$ cat src/rtl/key_pkg.sv
// Shared types and 50 MHz default timings for the key press decoder.
// Used by key_press_decoder; see that file for the KEY_DOUBLE_CLICK_EN build option.
package key_pkg;

  typedef enum logic [2:0] {
    IDLE,
    PRESS,
    HOLD,
    GAP,
    WAIT_REL
  } state_t;

  localparam int LONG_CNT_DEF    = 50_000_000;
  localparam int REPEAT_CNT_DEF  = 10_000_000;
  localparam int DBL_GAP_CNT_DEF = 15_000_000;
  localparam int CNT_W_DEF       = 26;

  function automatic int max3(
    input int a,
    input int b,
    input int c
  );
    int m;
    m = (a > b) ? a : b;
    return (m > c) ? m : c;
  endfunction

endpackage

$ cat src/rtl/key_press_decoder.sv
// Classifies debounced key presses into short/long/repeat pulses.
// Define KEY_DOUBLE_CLICK_EN to build the GAP/WAIT_REL double-click path.
module key_press_decoder
  import key_pkg::*;
#(
  parameter int LONG_CNT    = LONG_CNT_DEF,
  parameter int REPEAT_CNT  = REPEAT_CNT_DEF,
  parameter int DBL_GAP_CNT = DBL_GAP_CNT_DEF,
  parameter int CNT_W       = CNT_W_DEF
) (
  input  logic clk,
  input  logic rst_n,
  input  logic key_state,
  output logic short_press,
  output logic long_press,
  output logic repeat_pulse,
  output logic double_click,
  output logic key_held
);

  localparam logic [CNT_W-1:0] LONG_LAST = CNT_W'(LONG_CNT - 1);
  localparam logic [CNT_W-1:0] REP_LAST  = CNT_W'(REPEAT_CNT - 1);
  localparam logic [CNT_W-1:0] CNT_TOP   =
    CNT_W'(max3(LONG_CNT, REPEAT_CNT, DBL_GAP_CNT));
  localparam logic [CNT_W-1:0] ONE       = CNT_W'(1);
`ifdef KEY_DOUBLE_CLICK_EN
  localparam logic [CNT_W-1:0] GAP_LAST  = CNT_W'(DBL_GAP_CNT - 1);
`endif

  state_t           state, state_nx;
  logic [CNT_W-1:0] cnt, cnt_nx, cnt_inc;
  logic             key_d;
  logic             short_nx, long_nx, rep_nx, dbl_nx, held_nx;

  // Saturate so the shared counter can never wrap past its range
  assign cnt_inc = (cnt == CNT_TOP) ? cnt : cnt + ONE;

  always_comb begin
    state_nx = state;
    cnt_nx   = cnt;
    short_nx = 1'b0;
    long_nx  = 1'b0;
    rep_nx   = 1'b0;
    dbl_nx   = 1'b0;
    unique case (state)
      IDLE: begin
        if (key_d && !key_state) begin
          state_nx = PRESS;
          cnt_nx   = ONE;
        end
      end
      PRESS: begin
        if (!key_state) begin
          if (cnt == LONG_LAST) begin
            long_nx  = 1'b1;
            state_nx = HOLD;
            cnt_nx   = '0;
          end else begin
            cnt_nx = cnt_inc;
          end
        end else begin
`ifdef KEY_DOUBLE_CLICK_EN
          state_nx = GAP;
          cnt_nx   = ONE;
`else
          short_nx = 1'b1;
          state_nx = IDLE;
          cnt_nx   = '0;
`endif
        end
      end
      HOLD: begin
        if (key_state) begin
          state_nx = IDLE;
          cnt_nx   = '0;
        end else if (cnt == REP_LAST) begin
          rep_nx = 1'b1;
          cnt_nx = '0;
        end else begin
          cnt_nx = cnt_inc;
        end
      end
`ifdef KEY_DOUBLE_CLICK_EN
      GAP: begin
        if (!key_state) begin
          dbl_nx   = 1'b1;
          state_nx = WAIT_REL;
          cnt_nx   = '0;
        end else if (cnt == GAP_LAST) begin
          short_nx = 1'b1;
          state_nx = IDLE;
          cnt_nx   = '0;
        end else begin
          cnt_nx = cnt_inc;
        end
      end
      WAIT_REL: begin
        if (key_state) begin
          state_nx = IDLE;
        end
      end
`endif
      default: begin
        state_nx = IDLE;
        cnt_nx   = '0;
      end
    endcase
  end

  assign held_nx = (state_nx == HOLD);

  always_ff @(posedge clk or negedge rst_n) begin
    if (!rst_n) begin
      state        <= IDLE;
      cnt          <= '0;
      key_d        <= 1'b1;
      short_press  <= 1'b0;
      long_press   <= 1'b0;
      repeat_pulse <= 1'b0;
      key_held     <= 1'b0;
    end else begin
      state        <= state_nx;
      cnt          <= cnt_nx;
      key_d        <= key_state;
      short_press  <= short_nx;
      long_press   <= long_nx;
      repeat_pulse <= rep_nx;
      key_held     <= held_nx;
    end
  end

`ifdef KEY_DOUBLE_CLICK_EN
  always_ff @(posedge clk or negedge rst_n) begin
    if (!rst_n) begin
      double_click <= 1'b0;
    end else begin
      double_click <= dbl_nx;
    end
  end
`else
  assign double_click = 1'b0;
  logic unused_dbl;
  assign unused_dbl = dbl_nx;
`endif

endmodule

$ cat config.mk
export PLATFORM = sky130hd
export DESIGN_NAME = key_press_decoder
export DESIGN_NICKNAME = d
export VERILOG_FILES = /design/src/rtl/key_pkg.sv /design/src/rtl/key_press_decoder.sv
export SDC_FILE = /design/constraint.sdc
export NUM_CORES = 1
export LEC_CHECK = 0
export BUFFER_PORTS_ARGS = -buffer_cell sky130_fd_sc_hd__buf_2
export CAP_MARGIN = 30
export CORE_ASPECT_RATIO = 0.6
export CORE_UTILIZATION = 30
export CTS_CLUSTER_SIZE = 8
export DETAILED_ROUTE_END_ITERATION = 8
export PLACE_DENSITY = 0.45
export SYNTH_ARGS = -nofsm -noshare
export SYNTH_HDL_FRONTEND = slang
export SYNTH_SLANG_ARGS = --single-unit
$ cat constraint.sdc
create_clock -name clk -period 3.7 [get_ports clk]
set_clock_uncertainty 0.15 [all_clocks]
set_input_delay 0 -clock clk [delete_from_list [all_inputs] [get_ports clk]]
set_output_delay 0 -clock clk [all_outputs]
set_load 0.005 [all_outputs]
### After elaboration in Yosys (flattened, before gate mapping)

Cells that the tools add are included.

| operators by class | value |
|---|---|
| $add $sub $neg | 1 |
| eq/ne operators | 7 |
| muxes and demuxes | 20 |
| reduce and logical (&&, ||, !) cells | 3 |

Operator list:

| operator | count |
|---|---|
| 26-bit 2-to-1 mux | 6 |
| 26-bit case mux with 3 select lines | 1 |
| 26-bit == test, second input constant | 2 |
| 26-bit by 1-bit adder with 26-bit output, second input constant | 1 |
| 26-bit by 24-bit == test with 1-bit output, second input constant | 1 |
| 3-bit 2-to-1 mux | 4 |
| 3-bit case mux with 3 select lines | 1 |
| 1-bit 2-to-1 mux | 8 |
| 3-bit by 2-bit == test with 1-bit output, second input constant | 2 |
| 3-bit by 1-bit == test with 1-bit output, second input constant | 1 |
| 3-bit logical NOT | 1 |
| 2-bit inequality test, second input constant | 1 |
| 1-bit logical AND | 1 |
| 1-bit logical NOT | 1 |

| storage, ports and cells | value |
|---|---|
| bits in registers | 34 |
| bits of input ports | 3 |
| output and inout bits | 5 |

### Logic depth before layout (Yosys ltp)

| depth | value |
|---|---|
| word-level depth | 5 |
| depth in mapped cells | 9 |
| depth with buffers taken out | 8 |

### Worst setup path after synthesis

No wires, ideal clock.

| path | value |
|---|---|
| path type | reg-to-reg |
| start | reg cnt[0] |
| end | reg cnt[15] |
| setup time | 0.082 ns |
| arrival time | 1.789 ns |
| setup slack | 1.680 ns |
| stages on the path, launching flop included | 9 |
| path buffers | 1 |
| clock period less this slack | 2.020 ns |
| cells stage by stage | dfrtp_1 -> ha_1 -> and4_4 -> and2b_4 -> and4b_4 -> o21ai_2 -> buf_4 -> a41oi_1 -> a31oi_1 |

| between the ends | value |
|---|---|
| cells in the longest elaborated chain, start to end | 5 |
| elaborated cells on any way between the ends | 10 |
| classes of those cells | add/sub: 1; eq/ne: 3; mux: 6 |

Ends and longest elaborated chain:

| what | line | source |
|---|---|---|
| from (decl) | key_press_decoder.sv:31 | `logic [CNT_W-1:0] cnt, cnt_nx, cnt_inc;` |
| from (signal assigned) | key_press_decoder.sv:123 | `cnt <= cnt_nx;` |
| 26-bit by 1-bit adder with 26-bit output or 26-bit == test (tied branches) | key_press_decoder.sv:36 | `assign cnt_inc = (cnt == CNT_TOP) ? cnt : cnt + ONE;` |
| 26-bit 2-to-1 mux | key_press_decoder.sv:36 |  |
| 26-bit 2-to-1 mux, on equally long branches | key_press_decoder.sv:76, key_press_decoder.sv:54 |  |
| 26-bit 2-to-1 mux, on equally long branches | key_press_decoder.sv:73, key_press_decoder.sv:53 |  |
| 26-bit case mux with 3 select lines * | key_press_decoder.sv:45 | `unique case (state)` |

Mark *: on every way between the ends. The rest lies on a longest branch, timed or not.
A chain may end at the register's enable or synchronous reset.

### Worst setup path in the final report

| path | value |
|---|---|
| start | reg cnt[0] |
| end | reg cnt[19] |

Same word-level chain as after synthesis.

==> impl_metrics.json <==
{
  "status": "finished clean",
  "internal-power_uw": 593,
  "initialDrtViolationCount": 109,
  "synth_compound_area_frac": 0.105,
  "route.detailed.drc": 0,
  "finalSetupViolations": 0,
  "area_growth_pct": 11.8,
  "crit_fanout": 10,
  "root_buffer": "clkbuf_8",
  "rsz0062_at_grt": "no",
  "synth_ff_type": "dfrtp_1",
  "drv_slew": 0,
  "p_seq_frac": 0.493,
  "hpwl_um": 3090,
  "cts_buffer_depth": 2,
  "synth_xor_area_frac": 0.0728,
  "io_pins": 8,
  "num_rows": 22,
  "netlist_area_um2": 1930,
  "wl_per_cell_um": 14.8,
  "slowest_stage": "or4_4",
  "cts_tree": "yes",
  "ys_seq_area_frac": 0.442,
  "worstSetupPathType": "reg -> reg",
  "htree_levels": 2,
  "die_width_um": 105,
  "synth_top_area_frac": 0.429,
  "hold_path.class": "in -> async",
  "maxCapViolCount": 0,
  "synth_fa_ha_area_frac": 0.0130,
  "fin_crit_sh": 0.644,
  "setup_tns_ns": 0,
  "grt_max_degree": 35,
  "worst-path-buf-inv": 1,
  "power.density_nw_per_um2": 360,
  "die_h_um": 64.1,
  "vias_per_cell": 4.83,
  "ys_types": 48,
  "synth_seq_cells": 34,
  "yosys.area_share.simple": 0.324,
  "cts_buffers": 5,
  "finalInstanceArea_um2": 2150,
  "antenna_found_initial": 0,
  "overflow": 0,
  "relSlewSlack": 0.463,
  "clock_latency_ns": 0.29,
  "synth_top_family_by_area": "simple AND/OR/NAND/NOR gates",
  "place_area_um2": 2030,
  "fmax_mhz": 419,
  "critPathCaptureType": "flip-flop",
  "synth.area.top_cells": "dfrtp_1, nor2_1, xor2_1",
  "ys_async_sr_fraction": 1.00,
  "yosys.area.top_type": "dfrtp_1",
  "syn_inst": 197,
  "comb_power_share": 0.066,
  "grt_pass1_wl_um": 7290,
  "grt_use_total": 0.143,
  "cts.clk_slew.worst_paths_ns": 0.08,
  "grt_pass1_vias": 1341,
  "path_delay_family": "simple AND/OR/NAND/NOR gates",
  "cp-start-kind": "flip-flop",
  "irDropWorstVdd_mv": 0.170,
  "total_leakage_power_nw": 0.896,
  "io_buffers": 6,
  "dr_total_vias": 1419,
  "hold_viol": 0,
  "wirelength_um": 4350,
  "crit_chain": "inv_1 > ha_1 > nor4b_1 > nand4_1 > o21a_1 > nand2_4 > or4_4 > a21oi_2",
  "drive_above_1_share": 0.148,
  "crit_path_max_incr_delay_ns": 0.50,
  "synth_warnings": 0,
  "antenna_left": 0,
  "swShare": 0.236,
  "pwr-share-clk": 0.442,
  "antenna_cells": 0,
  "max_slew.worst_pin.slew_ns": 0.799,
  "initial_core_util": 0.312,
  "syn_area_per_cell_um2": 9.77,
  "die-area_um2": 6750,
  "synth_edf_count": 0,
  "muxShareOfSynthArea": 0.0104,
  "crit_arrival_ns": 2.45,
  "layout_min_cycle_time_ns": 2.38,
  "place.gp.congestion": 0.807,
  "n_fill_cell": 633,
  "synth_common_cells": "dfrtp_1, nor2_1, nand2_1",
  "cp_data_required_time_ns": 3.77,
  "firstDrtPassIters": 4,
  "synth_most_common_cell": "dfrtp_1",
  "core_um2": 6170,
  "clkSinkCount": 34,
  "fin_nets": 214,
  "p_sw_uw": 183
}
## per-layer routing
metal  vias up  global-route usage  routed length [µm]
met5         -                   0                   0
met1       662               0.235                2480
met2        36               0.170                1560
met3         5              0.0337                 278
met4         0              0.0475                  35
li1        716                   -                   -
## worst register-to-register path, delay by kind of cell (launching register included)
family                   cells  cell delay [ns]
AND/OR/NAND/NOR              4             0.90
AO/OA/AOI/OAI                2             0.56
flip-flops                   1             0.42
adder cells (fa/ha/maj)      1             0.20
buffers and inverters        1             0.10
## sequential cells by signal, indices dropped and copies added (netlist names)
signal / cells
repeat_pulse: 1
cnt: 26
long_press: 1
short_press: 1
key_held: 1
state: 3
key_d: 1
## cells by family (layout without fill, tap and decap cells)
family                   after synthesis  count (layout)
multiplexers                           2               2
adder cells (fa/ha/maj)                2               2
AO/OA/AOI/OAI                         30              30
flip-flops                            34              34
XOR/XNOR                              16              16
AND/OR/NAND/NOR                      102             102
other                                  1               2
buffers and inverters                 10              22
## timing repair
item	4_1_cts	5_1_grt
endpoints found under the setup margin	0	0
resized for setup	0	0
hold endpoints to repair	39	0
hold buffers	2	0
buffers inserted	0	0
## path summary, 6_finish.rpt
check / from / to / cells after the start / slack (ns)
setup / recovery: cnt[0] / cnt[19] / 8 / 1.32
hold / removal: rst_n / cnt[25] / 2 / 0.17
setup reg to reg: cnt[0] / cnt[19] / 8 / 1.32
hold reg to reg: state[2] / short_press / 1 / 0.35
max in group asynchronous: rst_n / cnt[0] / 2 / 2.73
min in group clk: key_state / key_d / 2 / 0.29
## cell usage in the layout (no fill, tap or decap), types with 4 or more instances in the layout
cell type | netlist | routed
dfrtp_1 | 33 | 33
nor2_1 | 28 | 28
nand2_1 | 15 | 15
nand3_1 | 11 | 11
a21oi_1 | 10 | 10
xor2_1 | 10 | 10
nor3_1 | 8 | 8
inv_1 | 6 | 6
nand4_1 | 6 | 6
xnor2_1 | 6 | 6
buf_2 | 0 | 6
o21ai_0 | 5 | 5
clkbuf_8 | 0 | 5
o21a_1 | 4 | 4
and2_1 | 4 | 4
## power by group through the flow
stage	clock network [mW]	registers [mW]	logic [mW]
finish	0.343	0.382	0.0511
global route	0.366	0.383	0.0589
CTS	0.353	0.382	0.0524
detailed placement	0	0.390	0.0506
global placement	0	0.390	0.0520
floorplan	0	0.388	0.0348
## through the flow
step	utilization	instances	power [mW]	hold WS, ns	worst slack, ns
after global routing	0.349	294	0.808	0.268	1.14
after global placement	0.329	284	0.442	-0.0159	1.27
after floorplan	-	198	0.423	-0.446	1.68
final	0.349	294	0.776	0.166	1.32
after detailed placement	0.329	284	0.440	-0.0170	1.31
after CTS	0.349	294	0.788	0.201	1.29
## layout make-up
type                       count  area (µm²)  share of cell area
multi-input combinational    154        1020               0.472
sequential                    34         852               0.396
tap                           84         105              0.0488
clock buffer                   7        76.3              0.0354
timing repair buffer           8        50.0              0.0232
clock inverter                 1        30.0              0.0139
inverter                       6        22.5              0.0105
(Power assumes the default switching activity.)
